### src/rtl/multicycle_main_control_if.sv
// Control bus between the multicycle main control FSM and the datapath.
// The controller (master) consumes the opcode and memory handshake and
// drives every datapath enable, mux select and the debug state.
interface multicycle_main_control_if #(
    parameter int OP_W = 6,
    parameter int ST_W = 4
);
    logic [OP_W-1:0] opcode;
    logic            mem_ready;
    logic            PCWrite;
    logic            PCWriteCond;
    logic            IorD;
    logic            MemRead;
    logic            MemWrite;
    logic            IRWrite;
    logic            MemtoReg;
    logic            RegDst;
    logic            RegWrite;
    logic            ALUSrcA;
    logic [1:0]      ALUSrcB;
    logic [1:0]      ALUOp;
    logic [1:0]      PCSource;
    logic            illegal_op;
    logic [ST_W-1:0] state;

    modport master (
        input  opcode, mem_ready,
        output PCWrite, PCWriteCond, IorD, MemRead, MemWrite, IRWrite,
               MemtoReg, RegDst, RegWrite, ALUSrcA, ALUSrcB, ALUOp,
               PCSource, illegal_op, state
    );

    modport slave (
        output opcode, mem_ready,
        input  PCWrite, PCWriteCond, IorD, MemRead, MemWrite, IRWrite,
               MemtoReg, RegDst, RegWrite, ALUSrcA, ALUSrcB, ALUOp,
               PCSource, illegal_op, state
    );
endinterface

### src/rtl/multicycle_main_control.sv
// Main control FSM for the multicycle MIPS datapath. Moore outputs decoded
// from the state register, except FETCH PCWrite/IRWrite (follow mem_ready)
// and DECODE illegal_op (follows opcode).
module multicycle_main_control #(
    parameter int OP_W = 6,
    parameter int ST_W = 4
) (
    input logic                        clk,
    input logic                        reset,
    multicycle_main_control_if.master  bus
);
    localparam logic [ST_W-1:0] S_IDLE   = ST_W'(0);
    localparam logic [ST_W-1:0] S_FETCH  = ST_W'(1);
    localparam logic [ST_W-1:0] S_DECODE = ST_W'(2);
    localparam logic [ST_W-1:0] S_MEMADR = ST_W'(3);
    localparam logic [ST_W-1:0] S_MEMRD  = ST_W'(4);
    localparam logic [ST_W-1:0] S_MEMWB  = ST_W'(5);
    localparam logic [ST_W-1:0] S_MEMWR  = ST_W'(6);
    localparam logic [ST_W-1:0] S_EXEC   = ST_W'(7);
    localparam logic [ST_W-1:0] S_ALUWB  = ST_W'(8);
    localparam logic [ST_W-1:0] S_BRANCH = ST_W'(9);
    localparam logic [ST_W-1:0] S_JUMP   = ST_W'(10);
    localparam logic [ST_W-1:0] S_ADDIEX = ST_W'(11);
    localparam logic [ST_W-1:0] S_ADDIWB = ST_W'(12);

    localparam logic [OP_W-1:0] OP_RTYPE = OP_W'(6'b000000);
    localparam logic [OP_W-1:0] OP_LW    = OP_W'(6'b100011);
    localparam logic [OP_W-1:0] OP_SW    = OP_W'(6'b101011);
    localparam logic [OP_W-1:0] OP_BEQ   = OP_W'(6'b000100);
    localparam logic [OP_W-1:0] OP_J     = OP_W'(6'b000010);
    localparam logic [OP_W-1:0] OP_ADDI  = OP_W'(6'b001000);

    logic [ST_W-1:0] state_q;
    logic [ST_W-1:0] state_d;

    logic       pc_write, pc_write_cond, i_or_d, mem_read, mem_write, ir_write;
    logic       mem_to_reg, reg_dst, reg_write, alu_src_a, illegal;
    logic [1:0] alu_src_b, alu_op, pc_source;

    // State register; reset forces IDLE without waiting for a clock edge.
    always_ff @(posedge clk or posedge reset) begin
        if (reset) state_q <= S_IDLE;
        else       state_q <= state_d;
    end

    // Next-state selection; opcode only matters in DECODE and MEMADR.
    always_comb begin
        state_d = S_FETCH;
        case (state_q)
            S_IDLE:   state_d = S_FETCH;
            S_FETCH:  state_d = bus.mem_ready ? S_DECODE : S_FETCH;
            S_DECODE: begin
                case (bus.opcode)
                    OP_RTYPE:     state_d = S_EXEC;
                    OP_LW, OP_SW: state_d = S_MEMADR;
                    OP_BEQ:       state_d = S_BRANCH;
                    OP_J:         state_d = S_JUMP;
                    OP_ADDI:      state_d = S_ADDIEX;
                    default:      state_d = S_FETCH;
                endcase
            end
            S_MEMADR: state_d = (bus.opcode == OP_LW) ? S_MEMRD : S_MEMWR;
            S_MEMRD:  state_d = bus.mem_ready ? S_MEMWB : S_MEMRD;
            S_MEMWB:  state_d = S_FETCH;
            S_MEMWR:  state_d = bus.mem_ready ? S_FETCH : S_MEMWR;
            S_EXEC:   state_d = S_ALUWB;
            S_ALUWB:  state_d = S_FETCH;
            S_BRANCH: state_d = S_FETCH;
            S_JUMP:   state_d = S_FETCH;
            S_ADDIEX: state_d = S_ADDIWB;
            S_ADDIWB: state_d = S_FETCH;
            default:  state_d = S_FETCH;
        endcase
    end

    // Output decode; anything not named for a state stays 0.
    always_comb begin
        pc_write      = 1'b0;
        pc_write_cond = 1'b0;
        i_or_d        = 1'b0;
        mem_read      = 1'b0;
        mem_write     = 1'b0;
        ir_write      = 1'b0;
        mem_to_reg    = 1'b0;
        reg_dst       = 1'b0;
        reg_write     = 1'b0;
        alu_src_a     = 1'b0;
        alu_src_b     = 2'b00;
        alu_op        = 2'b00;
        pc_source     = 2'b00;
        illegal       = 1'b0;
        case (state_q)
            S_FETCH: begin
                mem_read  = 1'b1;
                alu_src_b = 2'b01;
                ir_write  = bus.mem_ready;
                pc_write  = bus.mem_ready;
            end
            S_DECODE: begin
                alu_src_b = 2'b11;
                case (bus.opcode)
                    OP_RTYPE, OP_LW, OP_SW, OP_BEQ, OP_J, OP_ADDI: illegal = 1'b0;
                    default:                                       illegal = 1'b1;
                endcase
            end
            S_MEMADR: begin
                alu_src_a = 1'b1;
                alu_src_b = 2'b10;
            end
            S_MEMRD: begin
                mem_read = 1'b1;
                i_or_d   = 1'b1;
            end
            S_MEMWB: begin
                reg_write  = 1'b1;
                mem_to_reg = 1'b1;
            end
            S_MEMWR: begin
                mem_write = 1'b1;
                i_or_d    = 1'b1;
            end
            S_EXEC: begin
                alu_src_a = 1'b1;
                alu_op    = 2'b10;
            end
            S_ALUWB: begin
                reg_write = 1'b1;
                reg_dst   = 1'b1;
            end
            S_BRANCH: begin
                alu_src_a     = 1'b1;
                alu_op        = 2'b01;
                pc_write_cond = 1'b1;
                pc_source     = 2'b01;
            end
            S_JUMP: begin
                pc_write  = 1'b1;
                pc_source = 2'b10;
            end
            S_ADDIEX: begin
                alu_src_a = 1'b1;
                alu_src_b = 2'b10;
            end
            S_ADDIWB: begin
                reg_write = 1'b1;
            end
            default: ;
        endcase
    end

    assign bus.PCWrite     = pc_write;
    assign bus.PCWriteCond = pc_write_cond;
    assign bus.IorD        = i_or_d;
    assign bus.MemRead     = mem_read;
    assign bus.MemWrite    = mem_write;
    assign bus.IRWrite     = ir_write;
    assign bus.MemtoReg    = mem_to_reg;
    assign bus.RegDst      = reg_dst;
    assign bus.RegWrite    = reg_write;
    assign bus.ALUSrcA     = alu_src_a;
    assign bus.ALUSrcB     = alu_src_b;
    assign bus.ALUOp       = alu_op;
    assign bus.PCSource    = pc_source;
    assign bus.illegal_op  = illegal;
    assign bus.state       = state_q;
endmodule

### src/flat_wrapper.sv
// flat-port wrapper written by rule: the top's interface ports become plain ports
module multicycle_main_control_flat 
#(
    parameter int OP_W = 6,
    parameter int ST_W = 4
)
  (clk, reset, bus_opcode, bus_mem_ready, bus_PCWrite, bus_PCWriteCond, bus_IorD, bus_MemRead, bus_MemWrite, bus_IRWrite, bus_MemtoReg, bus_RegDst, bus_RegWrite, bus_ALUSrcA, bus_ALUSrcB, bus_ALUOp, bus_PCSource, bus_illegal_op, bus_state);
  multicycle_main_control_if #(.OP_W(OP_W), .ST_W(ST_W)) bus_i ();
  input logic clk;
  input logic reset;
  input wire logic [$bits(bus_i.opcode)-1:0] bus_opcode;
  input wire logic [$bits(bus_i.mem_ready)-1:0] bus_mem_ready;
  output wire logic [$bits(bus_i.PCWrite)-1:0] bus_PCWrite;
  output wire logic [$bits(bus_i.PCWriteCond)-1:0] bus_PCWriteCond;
  output wire logic [$bits(bus_i.IorD)-1:0] bus_IorD;
  output wire logic [$bits(bus_i.MemRead)-1:0] bus_MemRead;
  output wire logic [$bits(bus_i.MemWrite)-1:0] bus_MemWrite;
  output wire logic [$bits(bus_i.IRWrite)-1:0] bus_IRWrite;
  output wire logic [$bits(bus_i.MemtoReg)-1:0] bus_MemtoReg;
  output wire logic [$bits(bus_i.RegDst)-1:0] bus_RegDst;
  output wire logic [$bits(bus_i.RegWrite)-1:0] bus_RegWrite;
  output wire logic [$bits(bus_i.ALUSrcA)-1:0] bus_ALUSrcA;
  output wire logic [$bits(bus_i.ALUSrcB)-1:0] bus_ALUSrcB;
  output wire logic [$bits(bus_i.ALUOp)-1:0] bus_ALUOp;
  output wire logic [$bits(bus_i.PCSource)-1:0] bus_PCSource;
  output wire logic [$bits(bus_i.illegal_op)-1:0] bus_illegal_op;
  output wire logic [$bits(bus_i.state)-1:0] bus_state;
  assign bus_i.opcode = bus_opcode;
  assign bus_i.mem_ready = bus_mem_ready;
  assign bus_PCWrite = bus_i.PCWrite;
  assign bus_PCWriteCond = bus_i.PCWriteCond;
  assign bus_IorD = bus_i.IorD;
  assign bus_MemRead = bus_i.MemRead;
  assign bus_MemWrite = bus_i.MemWrite;
  assign bus_IRWrite = bus_i.IRWrite;
  assign bus_MemtoReg = bus_i.MemtoReg;
  assign bus_RegDst = bus_i.RegDst;
  assign bus_RegWrite = bus_i.RegWrite;
  assign bus_ALUSrcA = bus_i.ALUSrcA;
  assign bus_ALUSrcB = bus_i.ALUSrcB;
  assign bus_ALUOp = bus_i.ALUOp;
  assign bus_PCSource = bus_i.PCSource;
  assign bus_illegal_op = bus_i.illegal_op;
  assign bus_state = bus_i.state;
  multicycle_main_control #(.OP_W(OP_W), .ST_W(ST_W)) u_core (.clk(clk), .reset(reset), .bus(bus_i));
endmodule
### config.mk
export PLATFORM = sky130hd
export DESIGN_NAME = multicycle_main_control_flat
export DESIGN_NICKNAME = d
export VERILOG_FILES = /design/src/rtl/multicycle_main_control_if.sv /design/src/rtl/multicycle_main_control.sv /design/src/flat_wrapper.sv
export SDC_FILE = /design/constraint.sdc
export NUM_CORES = 1
export LEC_CHECK = 0
export ABC_AREA = 1
export CAP_MARGIN = 20
export CORE_MARGIN = 3
export CORE_UTILIZATION = 35
export DETAILED_ROUTE_END_ITERATION = 12
export PLACE_DENSITY = 0.78
export SLEW_MARGIN = 5
export SYNTH_ARGS = -nofsm -noshare
export SYNTH_HDL_FRONTEND = slang
export SYNTH_SLANG_ARGS = --single-unit
### constraint.sdc
create_clock -name clk -period 1.1 [get_ports clk]
set_input_delay 0.165 -clock clk [delete_from_list [all_inputs] [get_ports clk]]
set_output_delay 0.165 -clock clk [all_outputs]
set_load 0.005 [all_outputs]
==> results, run 1 <==
- The placed instances occupy a cell area of 947 um^2.
- Including well taps, the total number of placed cells is 145.
- The total clock sinks is 4.
- The count of distinct cell types in the synthesized netlist is 19.
- Clock tree synthesis inserted a total of 3 buffers.
- Routability-driven placement finished with a final weighted congestion of 0.866.
- In this run the core area contains 13 standard-cell rows.
- The synthesized design contains 4 register bits.
- The run stopped with a tool error.
- Entering global routing, the biggest net connects 6 pins.
- For this configuration, the core starts out at a cell density of 0.386.
- The synthesized instance count is 85.
- CTS placed an instance of clkbuf_4 at the clock tree root.
- The half-perimeter wire length after placement is 1370 um.
- The warning count from the yosys run is 0.
- The height of the die is 44.4 um.
- CTS built an H-tree with a depth of 1.
- When the netlist entered floorplanning its net count stood at 94.
- The count of hold buffers inserted by post-cts repair is 0.
- Of the synthesized area, sequential elements account for 0.194.
- The summed instance area of the synthesized netlist is 515 um^2.
- The clock passes through at most 2 buffers.
- The die is 44.4 um wide.
- The stage where the flow stopped is global routing (5_1_grt).
- Dividing the synthesized area by the synthesized cell count gives 6.06 um^2.
- The number of input and output port buffers inserted is 29.
- The first error in the log reads "[ERROR DPL-0038] Utilization greater than 100%, impossible to legalize".
- The worst endpoint after global-route timing repair is bus_illegal_op.
- After the last repair the worst path ends at a top-level output.
- The count of boundary I/O pins is 30.
==> kinds of logic after synthesis <==
| kind of cell | count (synthesis) | share of synthesized area |
|---|---|---|
| compound gates | 7 | 0.0995 |
| buf+inv | 19 | 0.153 |
| flops | 4 | 0.194 |
| simple gates | 55 | 0.553 |
==> through the flow <==
| stage | setup TNS, ns | util | setup WS (ns) |
|---|---|---|---|
| after detailed placement | -8.58 | 0.710 | -0.733 |
| after global placement | -7.92 | 0.710 | -0.655 |
| after floorplan | 0 | - | 0.00798 |
| after CTS | -5.50 | 0.949 | -0.370 |
==> synthesized netlist by cell type (all sizes together) <==
cell    number  share of area
o21ai        3          0.036
nand2       26           0.25
nand4        2          0.024
clkinv       1         0.0073
o211ai       1          0.015
nand3        7          0.078
dfrtp        4           0.19
o21bai       1          0.015
a21oi        2          0.034
buf          2          0.029
inv         16           0.12
nor2        20           0.20
==> timing repair <==
item                                    CTS
buffers inserted                         26
hold endpoints to repair                  0
endpoints found under the setup margin   25
gates resized for setup                 133
pin swaps                                20
==> run 2, diff against run 1 <==
- CORE_AREA: unset -> 3 3 64 66
- CORE_MARGIN: 3 -> unset
- CORE_UTILIZATION: 35 -> unset
- DIE_AREA: unset -> 0 0 67 69
- PLACE_DENSITY: 0.78 -> unset
- PLACE_DENSITY_LB_ADDON: unset -> 0.15
==> run 2 against run 1 <==
The flow now finishes, with violations (negative setup slack). Area after synthesis stayed put. Synthesized cell count stayed put.
==> results, run 2 <==
- The critical path startpoint is u_core.bus.state[2].
- The largest fanout of any net on the critical path is 4.
- 0 antenna diodes ended up in the layout.
- The flip-flop count of the largest register, all copies and words added is 4.
- The cell internal power dissipation is 1780 uW.
- Of the total power, registers draw 0.105.
- In the layout the commonest cells are buf_4 (27), buf_6 (22), buf_2 (15).
- At the end of the flow the core is filled with cells to 0.379.
- The checks that failed: negative setup slack.
- For this design the ratio of total power to cell area is 2160 nW/um^2.
- The share of power burned in the clock network is 0.100.
- Measured in cells, the most critical reg-to-reg path has a length of 10.
- The primary flip-flop cell chosen by synthesis mapping is dfrtp_1.
- In the synthesized netlist, the number of instances is 85.
- The worst register-to-register path has a setup slack of -0.29 ns.
- The area growth from synthesis to final layout is 167%.
- Across the run, the number of max-cap violations was 0.
- The final RePlAce weighted congestion is 0.720.
- The library cell used most frequently in the layout, excluding fill and tap cells, is buf_4.
- The largest net degree at the start of global routing is 6.
- OpenSTA, run right after detailed placement, puts the worst setup slack at -0.702 ns.
- The first TritonRoute pass finished after 4 iterations.
- The category of the worst setup path capture point is a primary output.
- STA classifies the critical path startpoint as a register.
- Once routing completed, OpenROAD measured the worst setup slack at -0.347 ns.
- The highest ir drop seen on vdd is 0.000753 V.
- By count the netlist is led by nand2_1 (17), nor2_1 (15), inv_1 (10).
- The power spent charging and discharging nets is 1190 uW.
- The number of input and output port buffers inserted is 29.
- Of the total power, the share spent switching nets is 0.401.
- The die outline width is 67 um.
- Setup repair after global routing could not meet its margin everywhere.
- The post-route clock skew is 0.00185 ns.
- At the pin with the least slew margin, the transition time is 0.186 ns.
- The count of hold buffers inserted by post-cts repair is 0.
- In this run the critical register-to-register path is launched from u_core.bus.state[1].
- The static leakage is 0.000730 uW.
- After detailed routing, the average wire length per cell comes to 9.70 um.
- During I/O placement, the number of pins put on the boundary was 30.
- The fraction of post-synthesis cell area in the top cell type by area is 0.194.
- The largest buffer count on any clock path is 2.
- The netlist uses 19 different library cells.
- The final global-route overflow total is 0.
- In this run the number of H-tree levels came out at 1.
- In the routed layout, each cell is associated on average with a via count of 3.78.
- Timing would allow up to 0.691 GHz.
- The critical path is of the register to primary output type.
- The synthesized netlist net count is 94.
- The average instance area after synthesis is 6.06 um^2.
- The tree is rooted in a clkbuf_8.
- Clock-pin slew was measured on the worst setup and hold paths at 0.03 ns.
- The first global-routing pass estimated 3330 um of wire.
- The detail route stage leaves a number of antenna-violating nets equal to 0.
- The count of pins over their slew limit is 0.
- Counting I/O delays and the setup requirement, the final critical path takes 1.45 ns.
- The headroom to the max-slew limit is 0.876.
- The final wirelength is 2030 um.
- The share of layout cells above drive strength 1 is 0.733.
- The endpoint of the worst register-to-register path is u_core.bus.state[0].
- The effective utilization at floorplan is 0.142.
- The number of cell rows is 22.
- The half-perimeter wire length after placement is 1490 um.
- The area of the core region is 3630 um^2.
- The sequential fraction of the synthesis area is 0.194.
- The tightest hold path in the finished design has a slack of 0.135 ns.
- The die area is 4620 um^2.
- The total number of nets in the final design is 172.
- The initial antenna violation count is 0.
- Yosys attributes the largest share of cell area to dfrtp_1 (19%), nand2_1 (12%), nor2_1 (11%).
- STA puts the critical path data required time at 0.94 ns.
- The finished layout holds 209 standard cells, fillers aside.
- The clock latency on the worst-skew pair is 0.21 ns.
- The routed layout has 790 vias.
- The clock tree from TritonCTS is done.
- Of the available clock period, the critical path in the final layout requires 1.32.
- After detailed routing, the number of remaining DRC violations is 0.
- The critical path data arrival time is 1.28 ns.
- The initial detailed-routing violation count is 18.
- The synthesized design contains 0 enable-type register cells.
- The number of cells in the design after placement is 185.
- The most common cell in the netlist is nand2_1.
- The number of failing hold endpoints at the final stage came to 0.
- The run finished, with violations left.
- Setup violations remaining at the end of the flow were counted as 23.
- Counting the buffers created by CTS gives 3.
- The combinational group share of total power is 0.794.
- The path type of the worst min-delay path is input port to async pin.
- The summed instance area of the synthesized netlist is 515 um^2.
- The warning count from the yosys run is 0.
- The number of global-route vias before repair came to 778.
- Summed over all instances, the cell type with the most area after synthesis is dfrtp_1.
- The async set-reset flop share out of synthesis is 1.00.
- The die is 69 um tall.
- The total of flip-flops plus latches after synthesis is 4.
- The overall global routing resource usage is 0.0903.
- The total clock sinks is 4.
run 2: cell counts after synthesis:
Identical to the previous run, type by type.
run 2: power by group through the flow:
stage / combinational (uW) / clock (uW) / sequential (uW)
3_3_place_gp: 1660 / 0 / 301
2_1_floorplan: 673 / 0 / 289
5_1_grt: 2580 / 324 / 323
4_1_cts: 2140 / 312 / 316
6_report: 2360 / 299 / 313
3_5_place_dp: 1640 / 0 / 300
run 2: area by class of cell:
type	count	area, um^2
clock buffer	3	41.3
multi-input combinational	62	455
inverter	17	67.6
tap	48	60.1
timing repair buffer	75	651
sequential	4	104
fill	403	2250
run 2: worst max-delay path by stage:
| stage | endpoint | slack (ns) |
|---|---|---|
| after floorplan | bus_ALUOp[0] | 0.008 |
| after global placement | bus_illegal_op | -0.67 |
| after detailed placement | bus_illegal_op | -0.70 |
| after CTS | bus_illegal_op | -0.35 |
| after global routing | bus_illegal_op | -0.43 |
| final | bus_illegal_op | -0.35 |
run 2: worst max-delay path: stages, from the launching register on:
cell	delay, ns
dfrtp_2	0.44
inv_2	0.09
nand2_4	0.07
nor2_4	0.12
buf_6	0.11
nand2_2	0.05
nor2_2	0.08
buf_2	0.11
run 2: repair_timing:
action | 4_1_cts | 5_1_grt
buffers inserted | 17 | 6
pin swaps | 19 | 9
gates resized for setup | 130 | 15
endpoints found under the setup margin | 25 | 24
run 2: metrics by stage:
step	TNS, ns	cell area, um^2	power, uW
detailed placement	-9.44	1050	1940
CTS	-5.86	1290	2770
global placement	-9.36	1050	1960
finish	-5.77	1380	2970
global route	-7.24	1380	3230
floorplan	0	518	962
run 2: cell families after synthesis:
kind of cell / after synthesis / synth area share
and+or+nand+nor: 55 / 0.553
buffers and inverters: 19 / 0.153
AOI/OAI and AO/OA: 7 / 0.0995
DFF: 4 / 0.194
run 2: metal layers:
| layer | up-vias | global-route usage | wire length [um] |
|---|---|---|---|
| met5 | - | 0 | 0 |
| met4 | 0 | 0.0203 | 7 |
| met3 | 2 | 0.0293 | 169 |
| met2 | 26 | 0.163 | 1040 |
| met1 | 355 | 0.0997 | 810 |
| li1 | 407 | - | - |
Power figures use the tool's default switching activity.
==> run 3, diff against run 2 <==
- GPL_ROUTABILITY_DRIVEN: unset -> 0
- PLACE_DENSITY: unset -> 0.35
- PLACE_DENSITY_LB_ADDON: 0.15 -> unset
- TNS_END_PERCENT: unset -> 5
==> run 3 against run 2 <==
The run still ends with negative setup slack left. Clock power about the same. Die area unchanged. Routed wire length increased by 2.2%. Cell area decreased by 8.8%. Critical path type unchanged.
==> results, run 3 (synthesis gave the netlist of run 2 again) <==
- The wire length of the first global-routing pass is 3580 um.
- The top cell family by delay on the critical path is buffers and inverters.
- The number of clock buffers added by TritonCTS is 3.
- The count of boundary I/O pins is 30.
- The minimum clock period is 1.46 ns.
- STA puts the critical path data arrival time at 1.30 ns.
- The clock input transition at the sequential cells of the worst setup and hold paths is 0.03 ns.
- The headroom to the max-slew limit is 0.873.
- Setup repair after global routing could not meet its margin everywhere.
- Across every metal layer, demand over resource in global routing totals 0.0988.
- The detailed-route wire length per cell is 10.2 um.
- The count of nets left with antenna violations once routing finished came out at 0.
- CTS built an H-tree with a depth of 1.
- For this block, the routed nets add up to 2070 um of wire.
- The category of the worst setup path capture point is a primary output.
- Across all hold checks on the routed design, the worst slack comes to 0.131 ns.
- The routed via count divided by cell count is 3.79.
- The largest net degree at the start of global routing is 7.
- The clock latency on the worst-skew pair is 0.21 ns.
- The share of layout cells above drive strength 1 is 0.679.
- The highest-delay cell along the critical path is dfrtp_1.
- The worst-margin pin slew is 0.190 ns.
- The die area is 4620 um^2.
- The area growth from synthesis to final layout is 144%.
- For the worst setup path, the data required time is 0.94 ns.
- Across the VDD grid, the largest voltage drop is 0.000782 V.
- The largest fanout of any net on the critical path is 3.
- The top achievable clock speed is 0.685 GHz.
- After the last flow step, the layout net total stands at 167.
- The flow ran to the end, but the final reports show violations.
- Across the run, the number of max-cap violations was 0.
- The path type of the worst min-delay path is input port to async pin.
- The checks that failed: negative setup slack.
- Power spread over the standard cell area amounts to 2160 nW/um^2.
- The utilization after layout is 0.346.
- The initial antenna violation count is 0.
- The count of buffering cells on the critical path with inverters included is 4.
- Of the available clock period, the critical path in the final layout requires 1.33.
- Walking the worst path, the cells encountered are inv_2 -> buf_6 -> nor2_4 -> buf_4 -> o21ai_4 -> nand2_1 -> buf_2.
- The number of global-route vias before repair is 814.
- The critical path startpoint is u_core.bus.state[3].
- The number of failing hold endpoints at the final stage is 0.
- Across the routed clock network, the largest skew measured is 0.00247 ns.
- STA classifies the critical path startpoint as a register.
- The routed layout has 774 vias.
- The flip-flop count of the largest register, all copies and words added is 4.
- The library cell used most frequently in the layout, excluding fill and tap cells, is buf_4.
- The count of pins over their slew limit is 0.
- The type of the worst setup path is register to primary output.
- The number of input and output port buffers inserted is 29.
- The number of cell rows is 22.
- The number of fill cells is 429.
- The largest buffer count on any clock path is 2.
- The cell at the root of the clock tree is clkbuf_8.
- The static leakage is 0.000676 uW.
- After the first detailed-routing iteration, the DRC count stood at 6.
- The top cell types in the final layout, fill and taps aside, are buf_4 (30), buf_2 (14), nand2_1 (12).
- The startpoint of the lowest-slack register-to-register path is u_core.bus.state[3].
- Global routing finished with a remaining overflow of 0.
- In the routed design, unresolved DRC markers number 0.
- For this configuration, the core starts out at a cell density of 0.142.
- The die outline width is 67 um.
- On the worst path, the slowest cell contributes a delay of 0.38 ns.
- The post-route worst setup slack is -0.360 ns.
- The length of the first detailed-routing pass in iterations is 3.
- The half-perimeter wire length after placement is 1560 um.
- In this run the standard cell core region covers 3630 um^2.
- The total clock sinks is 4.
- TritonCTS built the clock tree.
- In this run the vertical extent of the chip is 69 um.
- Setup violations remaining at the end of the flow were counted as 24.
- 0 antenna diodes ended up in the layout.
[run 3: cell types whose count changed in the layout (fill, tap and decap cells not counted), moves of 2 or more]
cell,previous run,this run
nand2_2,8,10
nor2_1,5,7
dlygate4sd2_1,0,2
nand2_4,6,4
clkdlybuf4s15_2,0,2
buf_4,27,30
nor2_4,11,8
buf_6,22,11
[run 3: layout make-up]
cell class | instances | area (um^2) | share of cell area
repair buffers | 70 | 572 | 0.455
multi-input cells | 62 | 412 | 0.327
inverters | 17 | 68.8 | 0.0547
clock buffers | 3 | 41.3 | 0.0328
well taps | 48 | 60.1 | 0.0478
flip-flops and latches | 4 | 104 | 0.0826
[run 3: what timing repair did]
item / CTS / global route
resized for setup: 94 / 20
gates cloned: 0 / 0
hold buffers: 0 / 0
endpoints found under the setup margin: 25 / 25
buffers inserted: 17 / 1
pin swaps: 13 / 5
[run 3: power by group]
group	switching [uW]	internal, uW	total [uW]
sequential	116	213	329
clock	66.3	232	299
combinational	920	1170	2090
total	1100	1620	2720
[run 3: worst paths after layout]
check | endpoint | slack, ns | cells after the start
min in group clk | u_core.bus.state[1] | 0.43 | 5
max in group asynchronous | u_core.bus.state[1] | 0.81 | 2
worst max-delay path | bus_ALUSrcA | -0.36 | 7
worst min-delay path | u_core.bus.state[3] | 0.13 | 2
worst min register to register | u_core.bus.state[0] | 0.73 | 4
worst max register to register | u_core.bus.state[0] | -0.26 | 9
[run 3: metrics by stage]
step	worst slack [ns]	total power, uW	instances	TNS [ns]	area (um^2)
after detailed placement	-0.687	1880	183	-9.36	1030
after CTS	-0.358	2580	203	-6.83	1220
after floorplan	0.00798	962	85	0	518
after global routing	-0.443	2940	204	-7.87	1260
final	-0.360	2720	204	-6.21	1260
after global placement	-0.665	1900	183	-9.29	1030
[run 3: metal layers]
layer  global-route usage  share of wire  vias to the layer above
li1                     -              -                      404
met4               0.0405          0.016                        0
met3               0.0147          0.043                        4
met2                0.183           0.56                       19
met1                0.107           0.38                      347
met5                    0              0                        -
